**src/rtl/hazard_ctrl_unit.sv**
```systemverilog
// Hazard detection and pipeline-freeze control for the 5-stage MIPS pipeline.
// The stall and bubble outputs are combinational; only the freeze FSM and the counters are registered.
module hazard_ctrl_unit #(
  parameter int REG_W   = 5,
  parameter int MEM_LAT = 1,
  parameter int CNT_W   = 32
) (
  input  logic             clk,
  input  logic             rst,
  input  logic [REG_W-1:0] rs_id,
  input  logic [REG_W-1:0] rt_id,
  input  logic             uses_rs_id,
  input  logic             uses_rt_id,
  input  logic             branch_id,
  input  logic [REG_W-1:0] dst_ex,
  input  logic             reg_write_ex,
  input  logic             mem_read_ex,
  input  logic [REG_W-1:0] dst_mem,
  input  logic             mem_read_mem,
  input  logic             mem_req_mem,
  output logic             pc_write,
  output logic             ifid_write,
  output logic             idex_write,
  output logic             idex_bubble,
  output logic             exmem_write,
  output logic             memwb_bubble,
  output logic             mem_busy,
  output logic [CNT_W-1:0] stall_cnt
);

  localparam int              CW       = $clog2(MEM_LAT) + 1;
  localparam bit              MULTI    = (MEM_LAT > 1);
  localparam logic [CW-1:0]   CNT_LOAD = MULTI ? CW'(MEM_LAT - 2) : '0;

  typedef enum logic {IDLE, WAIT} state_e;

  state_e           state_q, state_d;
  logic [CW-1:0]    cnt_q, cnt_d;
  logic [CNT_W-1:0] stall_cnt_q, stall_cnt_d;
  logic             freeze;
  logic             ex_rs, ex_rt, mem_rs, mem_rt, ex_hit, mem_hit, stall_id;

  // Register 0 is hard-wired to zero, so it can never carry a dependency.
  assign ex_rs   = uses_rs_id && (rs_id != '0) && (rs_id == dst_ex) && reg_write_ex;
  assign ex_rt   = uses_rt_id && (rt_id != '0) && (rt_id == dst_ex) && reg_write_ex;
  assign mem_rs  = uses_rs_id && (rs_id != '0) && (rs_id == dst_mem) && mem_read_mem;
  assign mem_rt  = uses_rt_id && (rt_id != '0) && (rt_id == dst_mem) && mem_read_mem;
  assign ex_hit  = ex_rs || ex_rt;
  assign mem_hit = mem_rs || mem_rt;

  assign stall_id = (ex_hit && mem_read_ex)
                 || (branch_id && ex_hit && !mem_read_ex)
                 || (branch_id && mem_hit);

  // The request that started the access stays asserted while in WAIT and is ignored there.
  always_comb begin
    state_d = state_q;
    cnt_d   = cnt_q;
    freeze  = 1'b0;
    case (state_q)
      IDLE: begin
        if (mem_req_mem && MULTI) begin
          freeze  = 1'b1;
          cnt_d   = CNT_LOAD;
          state_d = WAIT;
        end
      end
      WAIT: begin
        freeze = (cnt_q != '0);
        if (cnt_q != '0) cnt_d = cnt_q - 1'b1;
        else             state_d = IDLE;
      end
      default: state_d = IDLE;
    endcase
  end

  always_comb begin
    pc_write     = 1'b1;
    ifid_write   = 1'b1;
    idex_write   = 1'b1;
    idex_bubble  = 1'b0;
    exmem_write  = 1'b1;
    memwb_bubble = 1'b0;
    mem_busy     = 1'b0;
    if (!rst) begin
      if (freeze) begin
        pc_write     = 1'b0;
        ifid_write   = 1'b0;
        idex_write   = 1'b0;
        exmem_write  = 1'b0;
        memwb_bubble = 1'b1;
        mem_busy     = 1'b1;
      end else if (stall_id) begin
        pc_write    = 1'b0;
        ifid_write  = 1'b0;
        idex_bubble = 1'b1;
      end
    end
  end

  always_comb begin
    stall_cnt_d = stall_cnt_q;
    if (!pc_write && (stall_cnt_q != '1)) stall_cnt_d = stall_cnt_q + 1'b1;
  end

  always_ff @(posedge clk) begin
    if (rst) begin
      state_q     <= IDLE;
      cnt_q       <= '0;
      stall_cnt_q <= '0;
    end else begin
      state_q     <= state_d;
      cnt_q       <= cnt_d;
      stall_cnt_q <= stall_cnt_d;
    end
  end

  assign stall_cnt = stall_cnt_q;

endmodule

```
**config.mk**
```make
export PLATFORM = sky130hd
export DESIGN_NAME = hazard_ctrl_unit
export DESIGN_NICKNAME = d
export VERILOG_FILES = /design/src/rtl/hazard_ctrl_unit.sv
export SDC_FILE = /design/constraint.sdc
export NUM_CORES = 1
export LEC_CHECK = 0
export ABC_AREA = 1
export BUFFER_PORTS_ARGS = -buffer_cell sky130_fd_sc_hd__buf_4
export CAP_MARGIN = 0
export CORE_ASPECT_RATIO = 1.4
export CORE_MARGIN = 1.5
export CORE_UTILIZATION = 50
export CTS_BUF_LIST = sky130_fd_sc_hd__clkbuf_4 sky130_fd_sc_hd__clkbuf_8
export DETAILED_ROUTE_END_ITERATION = 16
export GPL_TIMING_DRIVEN = 0
export PLACE_DENSITY = 0.77
export SLEW_MARGIN = 40
export SYNTH_ARGS = -nofsm -noshare
export SYNTH_HDL_FRONTEND = slang
export SYNTH_SLANG_ARGS = --single-unit
export TNS_END_PERCENT = 20
```
**constraint.sdc**
```tcl
create_clock -name clk -period 2.3 [get_ports clk]
set_clock_uncertainty 0.05 [all_clocks]
set_input_delay 0.46 -clock clk [delete_from_list [all_inputs] [get_ports clk]]
set_output_delay 0.46 -clock clk [all_outputs]
set_load 0.02 [all_outputs]
```
==> results of run 1 <==
worst max-delay path: cells and delay by family, from the launching register on:
family | cells | cell delay, ps
AOI/OAI and AO/OA | 1 | 180
DFF | 1 | 460
and+or+nand+nor | 7 | 1350
per-stage QoR:
step / util / setup TNS [ps]
finish: 0.662 / 0
global route: 0.662 / -3.29
CTS: 0.655 / 0
detailed placement: 0.634 / -3890
global placement: 0.634 / -2970
floorplan: - / 0
cell type report:
| cell class | instances | area [µm²] | share of cell area |
|---|---|---|---|
| repair buffers | 62 | 465 | 0.145 |
| flip-flops and latches | 32 | 646 | 0.201 |
| plain buffers | 20 | 120 | 0.0375 |
| well taps | 64 | 80.1 | 0.0250 |
| multi-input cells | 328 | 1700 | 0.529 |
| inverters | 27 | 101 | 0.0316 |
| clock buffers | 7 | 96.3 | 0.0300 |
path summary, 6_finish.rpt:
| path | startpoint | end | slack [ps] | depth (start not counted) |
|---|---|---|---|---|
| worst max register to register | stall_cnt[8]$_SDFFE_PP0P_ | stall_cnt[30]$_SDFFE_PP0P_ | 170 | 8 |
| worst min register to register | stall_cnt[31]$_SDFFE_PP0P_ | stall_cnt[31]$_SDFFE_PP0P_ | 450 | 2 |
| worst min-delay path | rst | stall_cnt[6]$_SDFFE_PP0P_ | 330 | 2 |
| worst max-delay path | stall_cnt[8]$_SDFFE_PP0P_ | stall_cnt[30]$_SDFFE_PP0P_ | 170 | 8 |
cells by family (layout without fill, tap and decap cells):
logic type / after synthesis / in the layout / synth area share
simple gates: 253 / 253 / 0.454
buf+inv: 47 / 116 / 0.0865
xor+xnor: 38 / 38 / 0.132
compound gates: 32 / 32 / 0.0646
flops: 32 / 32 / 0.255
other cells: 2 / 4 / 0.00298
fa+ha+maj: 1 / 1 / 0.00497
power groups by stage:
| stage | clock (W) | combinational, W | sequential (W) |
|---|---|---|---|
| final | 0.000479 | 0.000143 | 0.000554 |
| after global routing | 0.000496 | 0.000157 | 0.000554 |
| after CTS | 0.000481 | 0.000142 | 0.000555 |
| after detailed placement | 0 | 0.000142 | 0.000567 |
| after global placement | 0 | 0.000138 | 0.000567 |
| after floorplan | 0 | 0.0000757 | 0.000567 |
cell usage after synthesis, drive strengths merged:
cell	count	area, µm²
inv	26	97.6
xnor2	14	123
nor4	1	6.26
o21a	1	7.51
clkbuf	12	45.0
buf	8	71.3
dfxtp	32	641
nand3b	5	37.5
a21oi	30	150
ha	1	12.5
conb	2	7.51
nand3	16	85.1
nor2	52	218
clkinv	1	3.75
nand2	134	510
xor2	24	210
o21ai	1	5.00
nor3	9	45.0
nand4	36	240
layer usage:
metal	GRT usage	routed length, µm
met5	0	0
met4	0.127	241
met3	0.0375	323
met2	0.558	3960
met1	0.321	3130
what timing repair did:
action,4_1_cts,5_1_grt
pin swaps,0,1
resized for setup,5,9
endpoints found under the setup margin,30,35
hold buffers,0,0
==> metrics.txt, run 1 <==
placed instance count=approximately 530; initial antenna violation count=0; fin cells=540; Routed WL per cell=approximately 14 µm; fillers=between 400 and 500; # rows=30; Ys Warns=0; CTS Root Cell=clkbuf_8; Slew Viols, Final=0; layout cell share with drive strength beyond 1=0.197; Slowest-stage cell, CP=nor3_1; WP data arrival=2290 ps; critical-path cell list=nand2_1 > nor2_1 > nand2_1 > nor3_1 > nand3_1 > nand2_1 > nand4_1 > a21oi_1; Maximum Capacitance Violations=0; Nets=approximately 510; Area Growth Syn to Fin=27.4%; dpl ws=-179 ps; Design Area, Final=~3200 µm²; Clock power frac=0.408; Max Freq=between 0.4 and 0.5 GHz; min-delay worst type=in -> reg; Routed Antenna Nets=0; syn avg cell area=about 6.2 µm²; routability cong.=0.958; Sw Ratio=0.246; total power=approximately 0.0012 W; grt ovf=0; most common cell after layout, fill and taps aside=nand2_1; setup violators final=0; clock-pin slew of the registers on the worst-case setup and hold paths=60 ps; critical setup path kind=reg -> reg; combinational power share=0.122; max reg flops=32; Psw=between 0.0002 and 0.0003 W; DR vias=2851; first-pass GRT wire length=between 10 and 15 mm; I/O Pins=approximately 70; Final min period=about 2100 ps; number of DRC markers in iteration 0=150; P_int=0.000887 W; GRT Total Usage=0.293; First-pass DRT Iterations=4; total CTS buffers=5; deepest clock path buffer count=2; outcome=finished clean; Seq/Total Area, Yosys=0.255; Worst EP required=about 2500 ps; most frequent cells in the layout=nand2_1 (129), buf_4 (67), nor2_1 (48), nand4_1 (35); fin crit share=0.926; IO Port Bufs=62; die span in x=63.0 µm; distinct cell type count after synthesis=24; Seq pwr share=0.471; Initial Utilization=0.520; PD cells=367 nW/µm²; largest net degree at the start of global routing=11; Critical Path Fanout Max=5; Post-route DRC=0; CP endpoint kind=flip-flop; Clk Latency, worst-skew pair=around 290 ps; Worst Tran Pin Value=between 600 and 700 ps; Final HPWL DP=about 6.1 mm; setup bufs post-CTS=0; Die ar.=between 5000 and 6000 µm²; CTS sink cnt=32; Max IR drop VDD=roughly 350 µV; Leakage Power=~1.3 nW; DIE HEIGHT=about 87 µm; CP dominant cell by count=nand2_1; Final WS setup=about 170 ps; Vias/cell=about 5.3; startpoint types=flip-flop; placed cell areas=about 3100 µm²; Hold WS=around 330 ps; CTS tree=done; RSZ-0062 raised after global routing=true; synthesized instance count=405; Max-slew headroom=0.563; Max stage delay on crit path=~520 ps; DRT Wirelength=roughly 7.7 mm; antenna cell count=0; CORE AREA=roughly 4800 µm²; Final Hold Vio Count=0; H-tree Lvls=2; Post-Syn Area=around 2500 µm²; FF+latch count, synth=32; vias in the first global route=2805
Power figures use the tool's default switching activity.
==> run 2, diff against run 1 <==
--- a/config.mk
+++ b/config.mk
@@ -14,6 +14,7 @@
 export CTS_BUF_LIST = sky130_fd_sc_hd__clkbuf_4 sky130_fd_sc_hd__clkbuf_8
 export DETAILED_ROUTE_END_ITERATION = 16
 export GPL_TIMING_DRIVEN = 0
+export HOLD_SLACK_MARGIN = 0.15
 export PLACE_DENSITY = 0.77
 export SLEW_MARGIN = 40
 export SYNTH_ARGS = -nofsm -noshare
==> constraint.sdc (replaced) <==
create_clock -name clk -period 2.6 [get_ports clk]
set_clock_uncertainty 0.05 [all_clocks]
set_input_delay 0.52 -clock clk [delete_from_list [all_inputs] [get_ports clk]]
set_output_delay 0.52 -clock clk [all_outputs]
set_load 0.02 [all_outputs]
==> metrics.txt, run 2 (synthesis gave the netlist of run 1 again) <==
DR vias=2816 (was 2851); CTS sink cnt=32 (unchanged); die span in x=63.0 µm (unchanged); antenna cell count=0 (unchanged); Final WS setup=204 ps (was 171 ps); CORE AREA=4840 µm² (unchanged); Final Hold Vio Count=0 (unchanged); PD cells=327 nW/µm² (was 367 nW/µm²); # rows=30 (unchanged); Max Freq=0.417 GHz (was 0.470 GHz); setup bufs post-CTS=0 (unchanged); critical setup path kind=reg -> reg (unchanged); total CTS buffers=5 (unchanged); most common cell after layout, fill and taps aside=nand2_1 (unchanged); Worst EP required=2700 ps (was 2460 ps); max reg flops=32 (unchanged); outcome=finished clean (unchanged); layout cell share with drive strength beyond 1=0.183 (was 0.197); Vias/cell=5.21 (was 5.28); CP endpoint kind=flip-flop (unchanged); Routed WL per cell=14.0 µm (was 14.2 µm); Die ar.=5470 µm² (unchanged); Clk Latency, worst-skew pair=280 ps (was 290 ps); routability cong.=0.958 (unchanged); Max-slew headroom=0.578 (was 0.563); vias in the first global route=2769 (was 2805); setup violators final=0 (unchanged); most frequent cells in the layout=nand2_1 (131), buf_4 (67), nor2_1 (49), nand4_1 (35), dfxtp_1 (32) (was nand2_1 (129), buf_4 (67), nor2_1 (48), nand4_1 (35)); First-pass DRT Iterations=4 (unchanged); Post-route DRC=0 (unchanged); placed instance count=533 (unchanged); CTS Root Cell=clkbuf_8 (unchanged); deepest clock path buffer count=2 (unchanged); Worst Tran Pin Value=629 ps (was 650 ps); Maximum Capacitance Violations=0 (unchanged); Final min period=2400 ps (was 2130 ps); H-tree Lvls=2 (unchanged); I/O Pins=68 (unchanged); Max IR drop VDD=310 µV (was 350 µV); DIE HEIGHT=86.9 µm (unchanged); Final HPWL DP=6.13 mm (unchanged); CTS tree=done (unchanged); Initial Utilization=0.520 (unchanged); clock-pin slew of the registers on the worst-case setup and hold paths=70 ps (was 60 ps); Nets=506 (unchanged); number of DRC markers in iteration 0=183 (was 150); Slew Viols, Final=0 (unchanged); Critical Path Fanout Max=10 (was 5); grt ovf=0 (unchanged); IO Port Bufs=62 (unchanged); min-delay worst type=in -> reg (unchanged); largest net degree at the start of global routing=11 (unchanged); fin cells=540 (unchanged); startpoint types=flip-flop (unchanged); GRT Total Usage=0.293 (about the same); CTS Hold Bufs=0 (unchanged); WP data arrival=2500 ps (was 2290 ps); RSZ-0062 raised after global routing=false (was true); Routed Antenna Nets=0 (unchanged); fillers=477 (was 465); dpl ws=121 ps (was -179 ps); first-pass GRT wire length=12.8 mm (about the same); Leakage Power=1.31 nW (was 1.32 nW); DRT Wirelength=7.56 mm (was 7.65 mm); TNS Setup=0 ps (unchanged); fin crit share=0.921 (was 0.926); Area Growth Syn to Fin=26.0% (was 27.4%); initial antenna violation count=0 (unchanged)
-- run 2: what timing repair did --
item,4_1_cts,5_1_grt
setup endpoints to repair,0,25
gates resized for setup,0,3
endpoints found under the hold margin,0,0
-- run 2: final cells by class --
class	instances	area, µm²	share of cell area
Tap cell	64	80.1	0.0253
Inverter	27	101	0.0320
Buffer	20	118	0.0371
Multi-Input combinational cell	328	1670	0.526
Clock buffer	7	96.3	0.0304
Timing Repair Buffer	62	465	0.147
Sequential cell	32	641	0.202
-- run 2: metrics by stage --
| step | area, µm² | utilization | power [W] | hold slack, ps |
|---|---|---|---|---|
| after global routing | 3170 | 0.655 | 0.00107 | 388 |
| after floorplan | 2520 | - | 0.000569 | 509 |
| final | 3170 | 0.655 | 0.00104 | 384 |
| after global placement | 3070 | 0.634 | 0.000624 | 432 |
| after CTS | 3170 | 0.654 | 0.00104 | 382 |
| after detailed placement | 3070 | 0.634 | 0.000627 | 442 |
-- run 2: layer usage --
layer  wire length [µm]  global-route usage  up-vias
li1                   -                   -     1448
met1               3100               0.329     1273
met2               3990               0.563       79
met3                275              0.0323       16
met4                198               0.107        0
met5                  0                   0        -
-- run 2: worst max-delay path, stage by stage (launching register included) --
cell and delay, ps:
dfxtp_1 490, ha_2 310, nand2_2 110, nor2_4 160
nand2_2 120, nor2_4 170, nand2_2 80, nor2_4 100
nand4_4 140, clkbuf_1 280, nand4_1 170, a21oi_1 80
-- run 2: worst paths after layout --
check | start | to | slack [ps] | depth (start not counted)
setup / recovery | stall_cnt[0]$_SDFFE_PP0P_ | stall_cnt[7]$_SDFFE_PP0P_ | 200 | 11
hold / removal | rst | stall_cnt[6]$_SDFFE_PP0P_ | 380 | 2
setup reg to reg | stall_cnt[0]$_SDFFE_PP0P_ | stall_cnt[7]$_SDFFE_PP0P_ | 200 | 11
hold reg to reg | stall_cnt[31]$_SDFFE_PP0P_ | stall_cnt[31]$_SDFFE_PP0P_ | 450 | 2
-- run 2: power breakdown --
group          total, W  switching, W  internal [W]  leakage, nW
combinational  0.000125     0.0000663     0.0000588         1.01
clock          0.000422      0.000186      0.000236       0.0503
sequential     0.000491   0.000000549      0.000490        0.258
total           0.00104      0.000253      0.000785         1.31
